[src/rtl/output_deskew.sv]
// Output de-skew buffer for a 2x2 systolic array: collects the skewed
// bottom-of-column result words into a row-major 2x2 matrix and holds it
// until the consumer accepts it.
module output_deskew #(
   parameter int unsigned ACC_W = 16
) (
   input  logic             clk,
   input  logic             reset,
   input  logic             col1_valid,
   input  logic [ACC_W-1:0] col1_data,
   input  logic             col2_valid,
   input  logic [ACC_W-1:0] col2_data,
   input  logic             out_ready,
   output logic             out_valid,
   output logic [ACC_W-1:0] c11,
   output logic [ACC_W-1:0] c12,
   output logic [ACC_W-1:0] c21,
   output logic [ACC_W-1:0] c22,
   output logic             busy,
   output logic             overrun
);

   localparam int unsigned ROW_W = 2;

   localparam logic [1:0] S_IDLE    = 2'd0;
   localparam logic [1:0] S_COLLECT = 2'd1;
   localparam logic [1:0] S_HOLD    = 2'd2;

   localparam logic [ROW_W-1:0] ROW_0    = ROW_W'(0);
   localparam logic [ROW_W-1:0] ROW_1    = ROW_W'(1);
   localparam logic [ROW_W-1:0] ROW_FULL = ROW_W'(2);

   logic [1:0]       state_q, state_d;
   logic [ROW_W-1:0] r1_q, r1_d;
   logic [ROW_W-1:0] r2_q, r2_d;
   logic [ACC_W-1:0] c11_q, c11_d;
   logic [ACC_W-1:0] c12_q, c12_d;
   logic [ACC_W-1:0] c21_q, c21_d;
   logic [ACC_W-1:0] c22_q, c22_d;
   logic             out_valid_q, out_valid_d;
   logic             busy_q, busy_d;
   logic             overrun_q, overrun_d;

   logic             any_valid;

   assign any_valid = col1_valid | col2_valid;

   // State and datapath registers; reset clears everything, including any partial matrix
   always_ff @(posedge clk or negedge reset) begin
      if (!reset) begin
         state_q     <= S_IDLE;
         r1_q        <= ROW_0;
         r2_q        <= ROW_0;
         c11_q       <= '0;
         c12_q       <= '0;
         c21_q       <= '0;
         c22_q       <= '0;
         out_valid_q <= 1'b0;
         busy_q      <= 1'b0;
         overrun_q   <= 1'b0;
      end else begin
         state_q     <= state_d;
         r1_q        <= r1_d;
         r2_q        <= r2_d;
         c11_q       <= c11_d;
         c12_q       <= c12_d;
         c21_q       <= c21_d;
         c22_q       <= c22_d;
         out_valid_q <= out_valid_d;
         busy_q      <= busy_d;
         overrun_q   <= overrun_d;
      end
   end

   // Next-state, per-column capture and drop detection
   always_comb begin
      state_d   = state_q;
      r1_d      = r1_q;
      r2_d      = r2_q;
      c11_d     = c11_q;
      c12_d     = c12_q;
      c21_d     = c21_q;
      c22_d     = c22_q;
      overrun_d = overrun_q;

      case (state_q)
         S_HOLD: begin
            if (out_ready) begin
               // Accepting edge: start a fresh matrix; a coincident strobe is row 0 of it
               r1_d    = ROW_0;
               r2_d    = ROW_0;
               state_d = S_IDLE;
               if (col1_valid) begin
                  c11_d = col1_data;
                  r1_d  = ROW_1;
               end
               if (col2_valid) begin
                  c12_d = col2_data;
                  r2_d  = ROW_1;
               end
               if (any_valid) begin
                  state_d = S_COLLECT;
               end
            end else if (any_valid) begin
               // Matrix still held: strobe has nowhere to go
               overrun_d = 1'b1;
            end
         end

         S_IDLE, S_COLLECT: begin
            // Column 1 fills c11 then c21
            if (col1_valid) begin
               if (r1_q == ROW_0) begin
                  c11_d = col1_data;
                  r1_d  = ROW_1;
               end else if (r1_q == ROW_1) begin
                  c21_d = col1_data;
                  r1_d  = ROW_FULL;
               end else begin
                  overrun_d = 1'b1;
               end
            end
            // Column 2 fills c12 then c22
            if (col2_valid) begin
               if (r2_q == ROW_0) begin
                  c12_d = col2_data;
                  r2_d  = ROW_1;
               end else if (r2_q == ROW_1) begin
                  c22_d = col2_data;
                  r2_d  = ROW_FULL;
               end else begin
                  overrun_d = 1'b1;
               end
            end
            if ((r1_d == ROW_FULL) && (r2_d == ROW_FULL)) begin
               state_d = S_HOLD;
            end else if ((r1_d != ROW_0) || (r2_d != ROW_0)) begin
               state_d = S_COLLECT;
            end
         end

         default: begin
            // Unreachable encoding: recover to an empty matrix
            state_d = S_IDLE;
            r1_d    = ROW_0;
            r2_d    = ROW_0;
         end
      endcase

      out_valid_d = (state_d == S_HOLD);
      busy_d      = (state_d == S_COLLECT);
   end

   assign out_valid = out_valid_q;
   assign busy      = busy_q;
   assign overrun   = overrun_q;
   assign c11       = c11_q;
   assign c12       = c12_q;
   assign c21       = c21_q;
   assign c22       = c22_q;

endmodule

[config.mk]
export PLATFORM = sky130hd
export DESIGN_NAME = output_deskew
export DESIGN_NICKNAME = d
export VERILOG_FILES = /design/src/rtl/output_deskew.sv
export SDC_FILE = /design/constraint.sdc
export NUM_CORES = 1
export LEC_CHECK = 0
export ABC_AREA = 1
export CAP_MARGIN = 20
export CORE_UTILIZATION = 30
export CTS_CLUSTER_SIZE = 20
export DETAILED_ROUTE_END_ITERATION = 8
export DONT_BUFFER_PORTS = 1
export GPL_TIMING_DRIVEN = 0
export SYNTH_ARGS = -nofsm -noshare
export SYNTH_HDL_FRONTEND = slang
export SYNTH_SLANG_ARGS = --single-unit
[constraint.sdc]
create_clock -name clk -period 1.85 [get_ports clk]
set_input_delay 0.555 -clock clk [delete_from_list [all_inputs] [get_ports clk]]
set_output_delay 0.555 -clock clk [all_outputs]
set_load 0.05 [all_outputs]
Yosys cells after proc, flatten, opt, wreduce, memory -nomap -nowiden
Index checks and enable logic that the tools add are counted.
Storage, ports and cells
  bits in registers: 73
  bits of input ports: 37
  output and inout port bits: 67
  word-level logic and storage cells: 82
Cells by class
  eq/ne operators: 17
  multiplexer cells: 38
  bitwise gates (word level): 3
  reduce and logical (&&, ||, !) cells: 14
Operators by type and width (number)
  $mux 16: 8
  $pmux 16 s2: 2
  $mux 2: 13
  $ne 2x2->1 const B: 9
  $pmux 2 s2: 3
  $mux 1: 11
  $reduce_and 5->1: 2
  $eq 2x1->1 const B: 4
  $eq 2x2->1 const B: 4
  $reduce_and 4->1: 2
  $logic_not 2->1: 3
  $reduce_bool 2->1: 3
  $reduce_and 3->1: 1
  $not 1->1: 2
  $pmux 1 s2: 1
  $reduce_or 2->1: 1
  $logic_and 1x1->1: 1
  $logic_or 1x1->1: 1
  $or 1x1->1: 1

Longest topological paths before layout
Gate-level depths: netlist of run 1.
  depth after elaboration: 11
  mapped depth: 9
  depth with buffers taken out: 9

Worst setup path before layout of run 1
OpenSTA, ideal clock, no wires.
  path type: in2reg
  from: input port out_ready
  to: register c12_q[11] (netlist: c12[11])
  library setup time: 120 ps
  data arrival time: 1236 ps
  data required time: 1730 ps
  setup slack: 494 ps
  cell stages on the path: 6
  buffers on the path: 1
  cell sequence: inv_1 -> o21ai_1 -> nand3_2 -> buf_6 -> nand2_1 -> o21ai_2
On the way
  cells in the longest elaborated chain, start to end: 2
Ends and longest elaborated chain
  start, declared: line 13  | input logic out_ready,
  $ne 2x2->1 (no line)
  $reduce_and 5->1 (no line)
  end signal, assigned: line 55  | c12_q <= '0;
  end signal, assigned: line 66  | c12_q <= c12_d;
  end, declared: line 37  | logic [ACC_W-1:0] c12_q, c12_d;
No other way between the ends.
A chain may end at the register's enable or synchronous reset.

Worst setup path after layout of run 1
  from: register c22_q[13] (netlist: c22[13])
  to: output port c22[13]
RTL lines
  start, declared: line 39  | logic [ACC_W-1:0] c22_q, c22_d;
  start signal, assigned: line 57  | c22_q <= '0;
  start signal, assigned: line 68  | c22_q <= c22_d;
  end, declared: line 18  | output logic [ACC_W-1:0] c22,
No word-level cell between the ends.

==> summary.md, run 1 <==
| Metric | Value |
|---|---|
| Worst Setup SP | c22[13] |
| CP Launch Type | flip-flop |
| Max Cap Viol | 0 |
| Initial antenna violation count | 0 |
| Share of cells above drive strength 1 | 21.0% |
| Yosys top cell by area | dfrtp_1 |
| CP endpoint kind | primary output |
| R2R Path End | c21[7] |
| Bufs on Longest Clock Path | 2 |
| R2r startpoint | r1_q[0] |
| Hold WS | -108 ps |
| N_diodes | 0 |
| Placer Congestion | 0.845 |
| Hold crit path type | in2async |
| Vias in the first global route | 2022 |
| FF-to-FF path depth | 7 |
| Final setup TNS | 0 ps |
| Post-DP HPWL | 4850 um |
| Initial Util | 31.3% |
| Post-synth top area share | 59.2% |
| Drt initial violations | 50 |
| DR vias/cell | 4.60 |
| Reg clk slew, reported paths | 90 ps |
| Largest fanout on the critical path | 2 |
| Largest net degree at the start of global routing | 74 |
| Yosys reg bits | 73 |
| Syn_area_per_cell | 9.90 sq um |
| Setup Skew | 9.19 ps |
| Sequential fraction of the synthesis area | 59.2% |
| DRC viols | 0 |
| Fill count | 998 |
| Pre-antenna DRT Iters | 4 |
| Worst EP required | 1290 ps |
| R2R setup slack | 340 ps |
| CTS tree | yes |
| Max-slew violations | 0 |
| Input/output buffers | 0 |
| Post-Syn Area | 3090 sq um |
| Post-cts repair resize count | 0 |
| Synth-to-layout area growth | 11.9% |
| Post-synthesis cell type count | 22 |
| Status | finished with violations |
| Final hold viol count | 73 |
| Die H | 103 um |
| Antenna viol nets, final | 0 |
| Register area | 1830 sq um |
| GRT overflow | 0 |
| Cell Area, Placed | 3250 sq um |
| Fin area | 3460 sq um |
| Worst-skew pair later-pin latency | 350 ps |
| Fin crit share | 85.3% |
| Final setup violation count | 0 |
| H-tree depth | 3 |
| Core box area | 9860 sq um |
| All-layer global routing usage | 12.9% |
| Peak Freq | 0.634 GHz |
| Die area | 10700 sq um |
| Vias | 2120 |
| Root Buffer | clkbuf_8 |
| Die Span X | 103 um |
| First-pass GRT wire length | 10200 um |
| Routed WL | 6800 um |
| Total CTS buffers | 9 |
| Syn_nets | 355 |
| Post-CTS Setup Bufs | 0 |
| Area occupied by multi-input gates | 993 sq um |
| Yosys warning total | 0 |
| Clk sinks | 73 |
| Failing checks | hold timing |
| FP Rows | 36 |
| Worst relative slew slack | 66.1% |
| I/O Pins | 104 |
| Post-Syn Instances | 312 |
| Top post-synthesis cells by area | dfrtp_1 59%, nand2_1 9.7%, o21ai_2 7.9% |
| Final min period | 1580 ps |
| Actual slew at the worst max-slew pin | 509 ps |
| Unrepaired setup endpoints after global routing | no |
| Final nets | 366 |
| Critical path type | reg2out |
| WP data arrival | 1020 ps |
| DR WL/cell | 14.7 um |
[cells by family after synthesis]
family	Yosys count	share of synthesized area [%]
AO/OA/AOI/OAI	79	16.6
AND/OR/NAND/NOR	97	13.2
flip-flops	73	59.2
adder cells (fa/ha/maj)	6	2.43
buffers and inverters	57	8.67
[stage by stage]
stage | std cells | util, % | setup WS, ps | hold slack (ps)
floorplan | 312 | - | 494 | 259
global placement | 445 | 33.0 | 262 | 261
detailed placement | 445 | 33.0 | 268 | 261
CTS | 461 | 35.0 | 246 | -124
global route | 461 | 35.0 | 189 | -141
finish | 461 | 35.0 | 272 | -108
[cell type report]
cell class	instances	share of cell area [%]
sequential	73	52.9
multi-input combinational	182	28.7
inverter	45	4.92
tap	133	4.82
clock buffer	9	3.58
buffer	12	2.82
clock inverter	7	2.24
[layer usage]
metal	part of all wire, %	track usage, %
met3	12	6.32
met4	1.4	5.53
met2	44	19.5
met1	43	15.6
met5	0	0
[cell usage in the layout (no fill, tap or decap), types with 3 or more instances in the layout]
| cell | instances |
|---|---|
| nor2_2 | 5 |
| ha_1 | 6 |
| nand3_2 | 3 |
| dfrtp_1 | 73 |
| o21ai_1 | 31 |
| nand2_1 | 80 |
| nor2_1 | 4 |
| o21ai_0 | 14 |
| buf_2 | 6 |
| buf_6 | 6 |
| o21ai_2 | 28 |
| clkbuf_8 | 9 |
| inv_1 | 42 |
[worst max path at each step]
| stage | endpoint | slack (ps) | depth (start not counted) |
|---|---|---|---|
| after floorplan | c12[11] | 490 | 6 |
| final | c22[13] | 270 | 0 |
| after CTS | c12[7] | 250 | 0 |
| after global placement | c12[12] | 260 | 6 |
| after detailed placement | c12[10] | 270 | 6 |
| after global routing | c21[5] | 190 | 7 |
[registers in the layout, summed over array words and instances (netlist names)]
name       flops
out_valid      1
r1_q           2
state_q        2
busy           1
c11           16
c22           16
overrun        1
c12           16
c21           16
r2_q           2
[cell usage after synthesis]
cell type,instances
nand2_2,1
nand2_1,80
ha_1,6
a21oi_1,1
dfrtp_1,73
clkinv_2,1
nand3_2,3
inv_1,42
nor2_1,4
buf_6,6
nand3b_1,1
buf_2,6
or2_2,1
o22ai_1,2
o21ai_2,28
a22oi_1,2
o21ai_0,14
o21ai_1,31
inv_2,2
o221ai_1,1
nand3_1,2
nor2_2,5
Power of run 1 is not shown: default switching activity piles up to over one toggle a cycle in this logic, so the estimate is an artifact.
==> run 2: changes to the inputs <==
--- a/config.mk
+++ b/config.mk
@@ -7,6 +7,7 @@
 export LEC_CHECK = 0
 export ABC_AREA = 1
 export CAP_MARGIN = 20
+export CORE_MARGIN = 4
 export CORE_UTILIZATION = 30
 export CTS_CLUSTER_SIZE = 20
 export DETAILED_ROUTE_END_ITERATION = 8
==> summary.md, run 2 (synthesized netlist as in run 1, its figures left out) <==
| Metric | Value |
|---|---|
| Reg clk slew, reported paths | 90 ps (about the same) |
| DRC viols | 0 (unchanged) |
| FP Rows | 36 (unchanged) |
| H-tree depth | 3 (unchanged) |
| Critical path type | reg2out (unchanged) |
| Unrepaired setup endpoints after global routing | no (unchanged) |
| Max Cap Viol | 0 (unchanged) |
| Core box area | 9910 sq um (was 9860 sq um) |
| Initial antenna violation count | 0 (unchanged) |
| DR vias/cell | 4.64 (was 4.60) |
| WP data arrival | 1020 ps (about the same) |
| Fin util | 35.0% (about the same) |
| Root Buffer | clkbuf_8 (unchanged) |
| I/O Pins | 104 (unchanged) |
| Hold WS | -112 ps (was -108 ps) |
| Routed WL | 7520 um (was 6800 um) |
| Fin crit share | 85.3% (about the same) |
| DR WL/cell | 16.3 um (was 14.7 um) |
| Clk sinks | 73 (unchanged) |
| All-layer global routing usage | 13.3% (was 12.9%) |
| Peak Freq | 0.634 GHz (about the same) |
| Final min period | 1580 ps (about the same) |
| N_diodes | 0 (unchanged) |
| Worst Setup SP | c21[7] (was c22[13]) |
| Bufs on Longest Clock Path | 2 (unchanged) |
| Final setup violation count | 0 (unchanged) |
| Share of cells above drive strength 1 | 21.0% (unchanged) |
| R2r startpoint | r1_q[0] (unchanged) |
| Initial Util | 31.2% (was 31.3%) |
| R2R setup slack | 360 ps (was 340 ps) |
| Pre-antenna DRT Iters | 6 (was 4) |
| FF-to-FF path depth | 7 (unchanged) |
| Die area | 12000 sq um (was 10700 sq um) |
| CTS tree | yes (unchanged) |
| Worst-skew pair later-pin latency | 350 ps (about the same) |
| Placer Congestion | 0.725 (was 0.845) |
| Largest fanout on the critical path | 2 (unchanged) |
| CP Launch Type | flip-flop (unchanged) |
| Fill count | 1024 (was 998) |
| Max-slew violations | 0 (unchanged) |
| WP depth | 0 (unchanged) |
| Input/output buffers | 0 (unchanged) |
| Post-CTS Setup Bufs | 0 (unchanged) |
| Most frequent cells in the layout | 80 x nand2_1, 73 x dfrtp_1, 42 x inv_1 (unchanged) |
| Synth-to-layout area growth | 12.2% (was 11.9%) |
| Vias | 2141 (was 2120) |
| GRT overflow | 0 (unchanged) |
| Largest net degree at the start of global routing | 74 (unchanged) |
| Commonest non-fill, non-tap cell in the layout | nand2_1 (unchanged) |
| Final hold viol count | 73 (unchanged) |
| Final setup TNS | 0 ps (unchanged) |
| Actual slew at the worst max-slew pin | 512 ps (was 509 ps) |
| Vias in the first global route | 2185 (was 2022) |
| Setup Skew | 10.6 ps (was 9.19 ps) |
| Hold crit path type | in2async (unchanged) |
| Post-cts repair resize count | 0 (unchanged) |
| Final nets | 366 (unchanged) |
| Worst EP required | 1290 ps (about the same) |
| Failing checks | hold timing (unchanged) |
| Post-DP HPWL | 5520 um (was 4850 um) |
| First-pass GRT wire length | 12000 um (was 10200 um) |
| Total CTS buffers | 9 (unchanged) |
| Drt initial violations | 106 (was 50) |
| Worst relative slew slack | 65.9% (was 66.1%) |
| Die H | 109 um (was 103 um) |
| Antenna viol nets, final | 0 (unchanged) |
| CP endpoint kind | primary output (unchanged) |
| Die Span X | 109 um (was 103 um) |
| Status | finished with violations (unchanged) |
## run 2: changes by cell type in the layout (fill, tap and decap cells not counted), sizes merged
cell | before | now
clkinv | 4 | 2
inv | 46 | 47
clkbuf | 9 | 10
## run 2: metal layers
layer	track usage [%]	up-vias	routed length, um
met1	16.4	1030	3160
met5	0	-	0
li1	-	1021	-
met2	20.1	81	3460
met3	6.69	9	817
met4	4.54	0	76
## run 2: final timing paths
check | to
max | c21[7]
min | c12[12]
max reg2reg | c21[6]
min reg2reg | r2_q[1]
max in group asynchronous | c21[3]
min in group clk | c12[2]
## run 2: area by class of cell
| type | count | area (sq um) | area share (%) |
|---|---|---|---|
| inverters | 45 | 170 | 4.91 |
| multi-input cells | 182 | 993 | 28.7 |
| clock inverters | 6 | 72.6 | 2.09 |
| well taps | 133 | 166 | 4.80 |
| plain buffers | 12 | 97.6 | 2.82 |
| flip-flops and latches | 73 | 1830 | 52.7 |
| clock buffers | 10 | 138 | 3.97 |
## run 2: metrics by stage
stage               setup WS, ps  area [sq um]  std cells  hold slack, ps
floorplan                    494          3090        312             259
global placement             271          3250        445             261
detailed placement           268          3250        445             261
CTS                          236          3460        461            -137
global route                 214          3460        461            -149
finish                       273          3460        461            -112
Power of run 2 is left out for the same reason.
==> run 3: changes to the inputs <==
--- a/config.mk
+++ b/config.mk
@@ -9,6 +9,7 @@
 export CAP_MARGIN = 20
 export CORE_MARGIN = 4
 export CORE_UTILIZATION = 30
+export CTS_BUF_LIST = sky130_fd_sc_hd__clkbuf_8
 export CTS_CLUSTER_SIZE = 20
 export DETAILED_ROUTE_END_ITERATION = 8
 export DONT_BUFFER_PORTS = 1
==> results of run 3 <==
The final DEF is identical to that of run 2; final timing and power are the same.
Power of run 3 is left out for the same reason.
